$ cat src/rtl/dec_ls_update_pkg.sv
// rtl/dec_ls_update_pkg.sv - shared types, opcodes and helpers for the update-form load/store decoder
package dec_ls_update_pkg;

    typedef enum logic [0:0] {S_MEM, S_ADDR} Dec_ls_state;

    typedef enum logic [2:0] {
        Alu_none, Alu_add, Alu_sub, Alu_and, Alu_or, Alu_xor
    } Alu_op;

    typedef enum logic [1:0] {Fu_none, Fu_alu, Fu_mul, Fu_spr} Fu_sel;

    typedef enum logic [2:0] {
        Ls_none, Load_byte, Load_halfword, Load_word,
        Store_byte, Store_halfword, Store_word
    } Ls_mode;

    typedef logic [4:0] Reg_idx;

    typedef struct packed {
        logic   alu_en;
        Alu_op  alu_op;
        Fu_sel  fxdp_sel;
        logic   ls_en;
        logic   ls_we;
        Ls_mode ls_mode;
        Reg_idx gpr_a;
        logic   read_gpr_a;
        Reg_idx gpr_b;
        logic   read_gpr_b;
        Reg_idx gpr_c;
        logic   read_gpr_c;
        Reg_idx gpr_from_alu;
        logic   write_gpr_from_alu;
        Reg_idx gpr_from_mem;
        logic   write_gpr_from_mem;
        logic   if_hold;
    } Control_word;

    localparam logic [5:0] Op_xform = 6'd31;
    localparam logic [5:0] Op_lwzu  = 6'd33;
    localparam logic [5:0] Op_lbzu  = 6'd35;
    localparam logic [5:0] Op_stwu  = 6'd37;
    localparam logic [5:0] Op_stbu  = 6'd39;
    localparam logic [5:0] Op_lhzu  = 6'd41;
    localparam logic [5:0] Op_sthu  = 6'd45;

    localparam logic [9:0] Xop_lwzux = 10'd55;
    localparam logic [9:0] Xop_lbzux = 10'd119;
    localparam logic [9:0] Xop_stwux = 10'd183;
    localparam logic [9:0] Xop_stbux = 10'd247;
    localparam logic [9:0] Xop_lhzux = 10'd311;
    localparam logic [9:0] Xop_sthux = 10'd439;

    localparam logic [1:0] Size_byte = 2'd0;
    localparam logic [1:0] Size_half = 2'd1;
    localparam logic [1:0] Size_word = 2'd2;

    function automatic Ls_mode ls_mode_of(input logic is_load, input logic [1:0] size);
        Ls_mode m;
        case (size)
            Size_byte: m = is_load ? Load_byte : Store_byte;
            Size_half: m = is_load ? Load_halfword : Store_halfword;
            default:   m = is_load ? Load_word : Store_word;
        endcase
        return m;
    endfunction

endpackage

$ cat src/rtl/Decode_ctrl_if.sv
// rtl/Decode_ctrl_if.sv - decode-stage pipeline control (hold)
interface Decode_ctrl_if;
    logic hold;
    modport decode (input hold);
    modport ctrl (output hold);
endinterface

$ cat src/rtl/Decode_data_if.sv
// rtl/Decode_data_if.sv - instruction word presented to the decoders
interface Decode_data_if;
    logic [31:0] inst;
    modport decode (input inst);
    modport fetch (output inst);
endinterface

$ cat src/rtl/dec_ls_update_match.sv
// rtl/dec_ls_update_match.sv - combinational classifier for the twelve update-form loads/stores
module dec_ls_update_match
    import dec_ls_update_pkg::*;
(
    input  logic [31:0] inst,
    output logic        active,
    output logic        is_load,
    output logic        is_indexed,
    output logic [1:0]  size
);

    logic [5:0] opcode;
    logic [9:0] xo;
    logic       unused_bits;

    assign opcode      = inst[31:26];
    assign xo          = inst[10:1];
    assign unused_bits = ^{inst[25:11], inst[0]};

    always_comb begin
        active     = 1'b0;
        is_load    = 1'b0;
        is_indexed = 1'b0;
        size       = Size_byte;
        case (opcode)
            Op_lbzu: begin active = 1'b1; is_load = 1'b1; size = Size_byte; end
            Op_lhzu: begin active = 1'b1; is_load = 1'b1; size = Size_half; end
            Op_lwzu: begin active = 1'b1; is_load = 1'b1; size = Size_word; end
            Op_stbu: begin active = 1'b1; size = Size_byte; end
            Op_sthu: begin active = 1'b1; size = Size_half; end
            Op_stwu: begin active = 1'b1; size = Size_word; end
            Op_xform: begin
                case (xo)
                    Xop_lbzux: begin active = 1'b1; is_indexed = 1'b1; is_load = 1'b1; size = Size_byte; end
                    Xop_lhzux: begin active = 1'b1; is_indexed = 1'b1; is_load = 1'b1; size = Size_half; end
                    Xop_lwzux: begin active = 1'b1; is_indexed = 1'b1; is_load = 1'b1; size = Size_word; end
                    Xop_stbux: begin active = 1'b1; is_indexed = 1'b1; size = Size_byte; end
                    Xop_sthux: begin active = 1'b1; is_indexed = 1'b1; size = Size_half; end
                    Xop_stwux: begin active = 1'b1; is_indexed = 1'b1; size = Size_word; end
                    default: ;
                endcase
            end
            default: ;
        endcase
    end

endmodule

$ cat src/rtl/dec_ls_update.sv
// rtl/dec_ls_update.sv - update-form load/store decoder with memory-latency hold
// Optional illegal-RA detection: DEC_LS_UPDATE_INVALID_FORM_EN.
module dec_ls_update
    import dec_ls_update_pkg::*;
#(
    parameter int unsigned LS_CYCLES  = 2,
    parameter bit          MULTIPHASE = 1'b0
)(
    input  logic          clk,
    input  logic          reset,
    Decode_ctrl_if.decode ctrl,
    Decode_data_if.decode data,
    output Control_word   cw,
    output logic          busy,
    output logic          invalid_form
);

    localparam int CTR_W = (LS_CYCLES == 0) ? 1 : $clog2(LS_CYCLES + 1);
    localparam logic [CTR_W-1:0] CTR_INIT = CTR_W'(LS_CYCLES);

    logic             active;
    logic             is_load;
    logic             is_indexed;
    logic [1:0]       size;
    logic             bad_form;
    logic [CTR_W-1:0] ctr;
    logic [CTR_W-1:0] ctr_nxt;
    Dec_ls_state      state;
    Dec_ls_state      state_nxt;
    Reg_idx           rt;
    Reg_idx           ra;
    Reg_idx           rb;
    logic             unused_inst;

    assign rt          = data.inst[25:21];
    assign ra          = data.inst[20:16];
    assign rb          = data.inst[15:11];
    assign unused_inst = ^{data.inst[31:26], data.inst[10:0]};

    dec_ls_update_match u_match (
        .inst       (data.inst),
        .active     (active),
        .is_load    (is_load),
        .is_indexed (is_indexed),
        .size       (size)
    );

`ifdef DEC_LS_UPDATE_INVALID_FORM_EN
    assign bad_form = active && ((ra == 5'd0) || (is_load && (ra == rt)));
`else
    assign bad_form = 1'b0;
`endif
    assign invalid_form = bad_form;

    always_ff @(posedge clk) begin
        if (reset) ctr <= CTR_INIT;
        else       ctr <= ctr_nxt;
    end

    // Only the two-phase writeback ever leaves S_MEM.
    generate
        if (MULTIPHASE) begin : g_fsm
            always_ff @(posedge clk) begin
                if (reset) state <= S_MEM;
                else       state <= state_nxt;
            end
        end else begin : g_no_fsm
            logic unused_state;
            assign state        = S_MEM;
            assign unused_state = (state_nxt == S_ADDR);
        end
    endgenerate

    always_comb begin
        cw        = '0;
        busy      = 1'b0;
        ctr_nxt   = ctr;
        state_nxt = state;
        if (reset || !active) begin
            ctr_nxt   = CTR_INIT;
            state_nxt = S_MEM;
        end else begin
            cw.alu_en       = 1'b1;
            cw.ls_en        = 1'b1;
            cw.alu_op       = Alu_add;
            cw.fxdp_sel     = Fu_alu;
            cw.ls_mode      = ls_mode_of(is_load, size);
            cw.gpr_a        = ra;
            cw.read_gpr_a   = (ra != 5'd0);
            cw.gpr_b        = rb;
            cw.read_gpr_b   = is_indexed;
            cw.gpr_from_alu = ra;
            if (is_load) begin
                cw.gpr_from_mem = rt;
            end else begin
                cw.gpr_c      = rt;
                cw.read_gpr_c = 1'b1;
                cw.ls_we      = 1'b1;
            end

            if (bad_form) begin
                cw.ls_en = 1'b0;
            end else if (state == S_ADDR) begin
                cw.write_gpr_from_alu = 1'b1;
                if (!ctrl.hold) state_nxt = S_MEM;
            end else if (ctr != '0) begin
                cw.if_hold = 1'b1;
                busy       = 1'b1;
                if (!ctrl.hold) ctr_nxt = ctr - 1'b1;
            end else begin
                // Memory data is ready; a two-phase load defers the RA write one cycle.
                cw.write_gpr_from_mem = is_load;
                if (!ctrl.hold) ctr_nxt = CTR_INIT;
                if (MULTIPHASE && is_load) begin
                    cw.if_hold = 1'b1;
                    busy       = 1'b1;
                    if (!ctrl.hold) state_nxt = S_ADDR;
                end else begin
                    cw.write_gpr_from_alu = 1'b1;
                end
            end
        end
    end

endmodule
$ cat src/flat_wrapper.sv
// flat-port wrapper written by rule: the top's interface ports become plain ports
module dec_ls_update_flat import dec_ls_update_pkg::*;
#(
    parameter int unsigned LS_CYCLES  = 2,
    parameter bit          MULTIPHASE = 1'b0
)
  (clk, reset, cw, busy, invalid_form, ctrl_hold, data_inst);
  Decode_ctrl_if ctrl_i ();
  Decode_data_if data_i ();
  input  logic clk;
  input  logic reset;
  output Control_word cw;
  output logic busy;
  output logic invalid_form;
  input wire logic [$bits(ctrl_i.hold)-1:0] ctrl_hold;
  input wire logic [$bits(data_i.inst)-1:0] data_inst;
  assign ctrl_i.hold = ctrl_hold;
  assign data_i.inst = data_inst;
  dec_ls_update #(.LS_CYCLES(LS_CYCLES), .MULTIPHASE(MULTIPHASE)) u_core (.clk(clk), .reset(reset), .ctrl(ctrl_i), .data(data_i), .cw(cw), .busy(busy), .invalid_form(invalid_form));
endmodule
$ cat config.mk
export PLATFORM = sky130hd
export DESIGN_NAME = dec_ls_update_flat
export DESIGN_NICKNAME = d
export VERILOG_FILES = /design/src/rtl/dec_ls_update_pkg.sv /design/src/rtl/Decode_ctrl_if.sv /design/src/rtl/Decode_data_if.sv /design/src/rtl/dec_ls_update_match.sv /design/src/rtl/dec_ls_update.sv /design/src/flat_wrapper.sv
export SDC_FILE = /design/constraint.sdc
export NUM_CORES = 1
export LEC_CHECK = 0
export CORE_UTILIZATION = 27
export CTS_CLUSTER_DIAMETER = 50
export DETAILED_ROUTE_END_ITERATION = 10
export PLACE_DENSITY_LB_ADDON = 0.12
export REMOVE_ABC_BUFFERS = 1
export SLEW_MARGIN = 20
export SYNTH_ARGS = -nofsm -noshare
export SYNTH_HDL_FRONTEND = slang
export SYNTH_SLANG_ARGS = --single-unit
$ cat constraint.sdc
create_clock -name clk -period 4.9 [get_ports clk]
set_clock_uncertainty 0.05 [all_clocks]
set_input_delay 0.735 -clock clk [delete_from_list [all_inputs] [get_ports clk]]
set_output_delay 0.735 -clock clk [all_outputs]
set_load 0.01 [all_outputs]
==> results.py <==
metrics = {
    "critical_path": {
        "worstReg2RegStart": "u_core.ctr[0]$_SDFFE_PP0N_",
        "crit_arrival_ns": 3.12,
        "crit_type": "in -> out",
        "max_stage_delay_ns": 0.54,
        "path_max_fanout": 17,
        "reg2regPathDepth": 4,
        "cpMostUsedCell": "clkdlybuf4s50_1",
        "required_ns": 4.12,
        "slowest_stage": "clkdlybuf4s50_1",
        "setup.worst_path.start": "data_inst[28]",
        "path_cells": "clkdlybuf4s50_1 -> nand4b_2 -> nor4_4 -> a21oi_2 -> or2_4 -> clkinv_2 -> and2_1 -> clkdlybuf4s50_1",
        "worst_setup_path_end_kind": "output pin",
        "critPathLaunchType": "input pin",
    },
    "cells_and_area": {
        "antenna_cells": 0,
        "largest_reg_flops": 2,
        "syn_to_final_growth_pct": 114,
        "layout_common_cells": "clkdlybuf4s50_1, and2_1, nor2_1",
        "drive_gt1_share_pct": 8.33,
        "layout_commonest_cell": "clkdlybuf4s50_1",
        "fin_util_pct": 62.7,
        "nets": 183,
        "reg.largest.list": "u_core.ctr x2",
        "top_register": "u_core.ctr",
    },
    "pwr": {
        "vdd_drop_max_mv": 0.0780,
        "finalPower_mw": 0.107,
        "p_per_area_nw_per_um2": 84.0,
        "leakagePower_nw": 0.488,
    },
    "sta": {
        "hold_violations": 0,
        "setup_ws_ns": 0.990,
        "fmax_mhz": 256,
        "finalSetupViolCount": 0,
        "tns_ns": 0,
        "maxSlewViolCount": 0,
        "holdWs_ns": 0.457,
        "timing.final.crit_period_ns": 3.91,
        "min_period_over_period_pct": 79.8,
        "rsz0062_at_grt": "no",
    },
    "route": {
        "highest-signal-layer": "met3",
        "drc": 0,
        "dr.pass1.iters": 4,
        "vias": 731,
        "wl_met2_um": 936,
        "routedWlPerCell_um": 10.8,
        "drtIter0Drc": 5,
        "wl_met3_um": 138,
        "via_per_inst": 4.27,
        "met1_length_um": 777,
        "drt-total-wl_mm": 1.85,
        "antenna_left": 0,
    },
    "synth": {
        "synth-seq-cells": 2,
        "synth_xor_area_share_pct": 1.48,
        "ys_types": 31,
        "yosysSeqAreaShare_pct": 6.75,
        "yosys-mux-area-fraction_pct": 3.59,
        "synthFlopType": "dfxtp_1",
        "async_reset_ff_share_pct": 0,
        "synth_top_family_by_area": "simple AND/OR/NAND/NOR gates",
        "synth-adder-area-share_pct": 4.22,
        "netlist_area_um2": 593,
        "synth-compound-area-share_pct": 9.28,
        "syn_avg_cell_area_um2": 7.32,
        "postSynthCellCount": 81,
        "synth_edf_count": 0,
        "yosysWarningCount": 0,
        "synthSimpleGateAreaFrac_pct": 49.8,
    },
    "placed_design": {
        "portBuffers": 73,
        "gp_congestion": 0.730,
        "dp_worst_setup_slack_ns": 0.980,
        "post-dp-hpwl_mm": 1.61,
    },
    "status": {
        "status": "complete, no violations",
    },
    "clock_tree": {
        "htreeDepth": 1,
        "cts_made_buffers": 3,
        "clock_latency_ns": 0.22,
        "cts_resized": 0,
        "cts_root_buf": "clkbuf_4",
        "cts_sinks": 2,
        "cts_setup_buffers": 0,
        "cts_tree": "yes",
        "clk_pin_slew_ns": 0.03,
        "clock_path_buffers": 2,
        "hold_buffers": 0,
    },
    "die": {
        "die_h_um": 48.9,
        "rows": 16,
        "die-width_um": 48.9,
        "ios": 79,
        "core-area_um2": 2020,
        "start_util_pct": 29.3,
        "dieArea_um2": 2390,
    },
    "min_path": {
        "min_from": "u_core.ctr[0]$_SDFFE_PP0N_",
        "hold_path.class": "reg -> reg",
        "hold_path_depth": 2,
    },
    "global_routing": {
        "track_usage_pct": 15.8,
        "grt_overflow": 0,
        "grt_start_max_net_pins": 18,
        "grt_pass1_wl_mm": 3.06,
        "grt_pass1_vias": 699,
        "antenna_found_initial": 0,
    },
    "run": {
        "drv_cap": 0,
    },
}
==> per-layer routing <==
layer  GRT usage [%]  vias up
met5               0        -
met4            4.41        0
met3            1.87        0
met2            30.3       45
met1            17.9      306
li1                -      380
==> worst paths after layout <==
check	slack (ns)	end
setup / recovery	0.99	cw[11]
hold / removal	0.46	u_core.ctr[0]$_SDFFE_PP0N_
hold reg to reg	0.46	u_core.ctr[0]$_SDFFE_PP0N_
setup reg to reg	3.83	u_core.ctr[1]$_SDFFE_PP1N_
==> worst max-delay path, delay by kind of cell <==
family	cells	cell delay [ns]
AO/OA/AOI/OAI	1	0.14
buffers and inverters	3	1.22
AND/OR/NAND/NOR	4	1.03
==> power by group <==
group          switching [mW]  internal, mW  leakage, nW
logic                  0.0177        0.0350        0.458
clock network         0.00994        0.0271       0.0138
registers            0.000115        0.0166       0.0162
==> cell usage after synthesis (all sizes together) (2+ instances only) <==
master / count / area share (%)
dfxtp: 2 / 6.8
nand4b: 2 / 4.0
nor2: 5 / 3.2
nor4: 2 / 4.6
nor3b: 2 / 3.4
inv: 4 / 2.5
nor3: 2 / 2.5
a21oi: 4 / 4.0
buf: 16 / 21
nand2: 4 / 2.5
ha: 2 / 4.2
nand3b: 2 / 2.5
and2: 22 / 23
==> cell type report <==
class                           count  area [um^2]
Fill cell                         193          754
Multi-Input combinational cell     61          420
Inverter                            5         20.0
Sequential cell                     2         40.0
Timing Repair Buffer               73          731
Tap cell                           27         33.8
Clock buffer                        3         22.5
==> stage by stage <==
step	cells	cell area, um^2
after floorplan	68	480
after global placement	168	1240
after detailed placement	168	1240
after CTS	171	1270
after global routing	171	1270
final	171	1270
==> cells by family after synthesis <==
logic type / after synthesis
muxes: 2
xor gates and xnor gates: 1
other: 1
AOI/OAI and AO/OA: 8
DFF: 2
buffers and inverters: 21
and+or+nand+nor: 44
adders and majority gates: 2
Note: power is estimated with default switching activity, not from simulation.
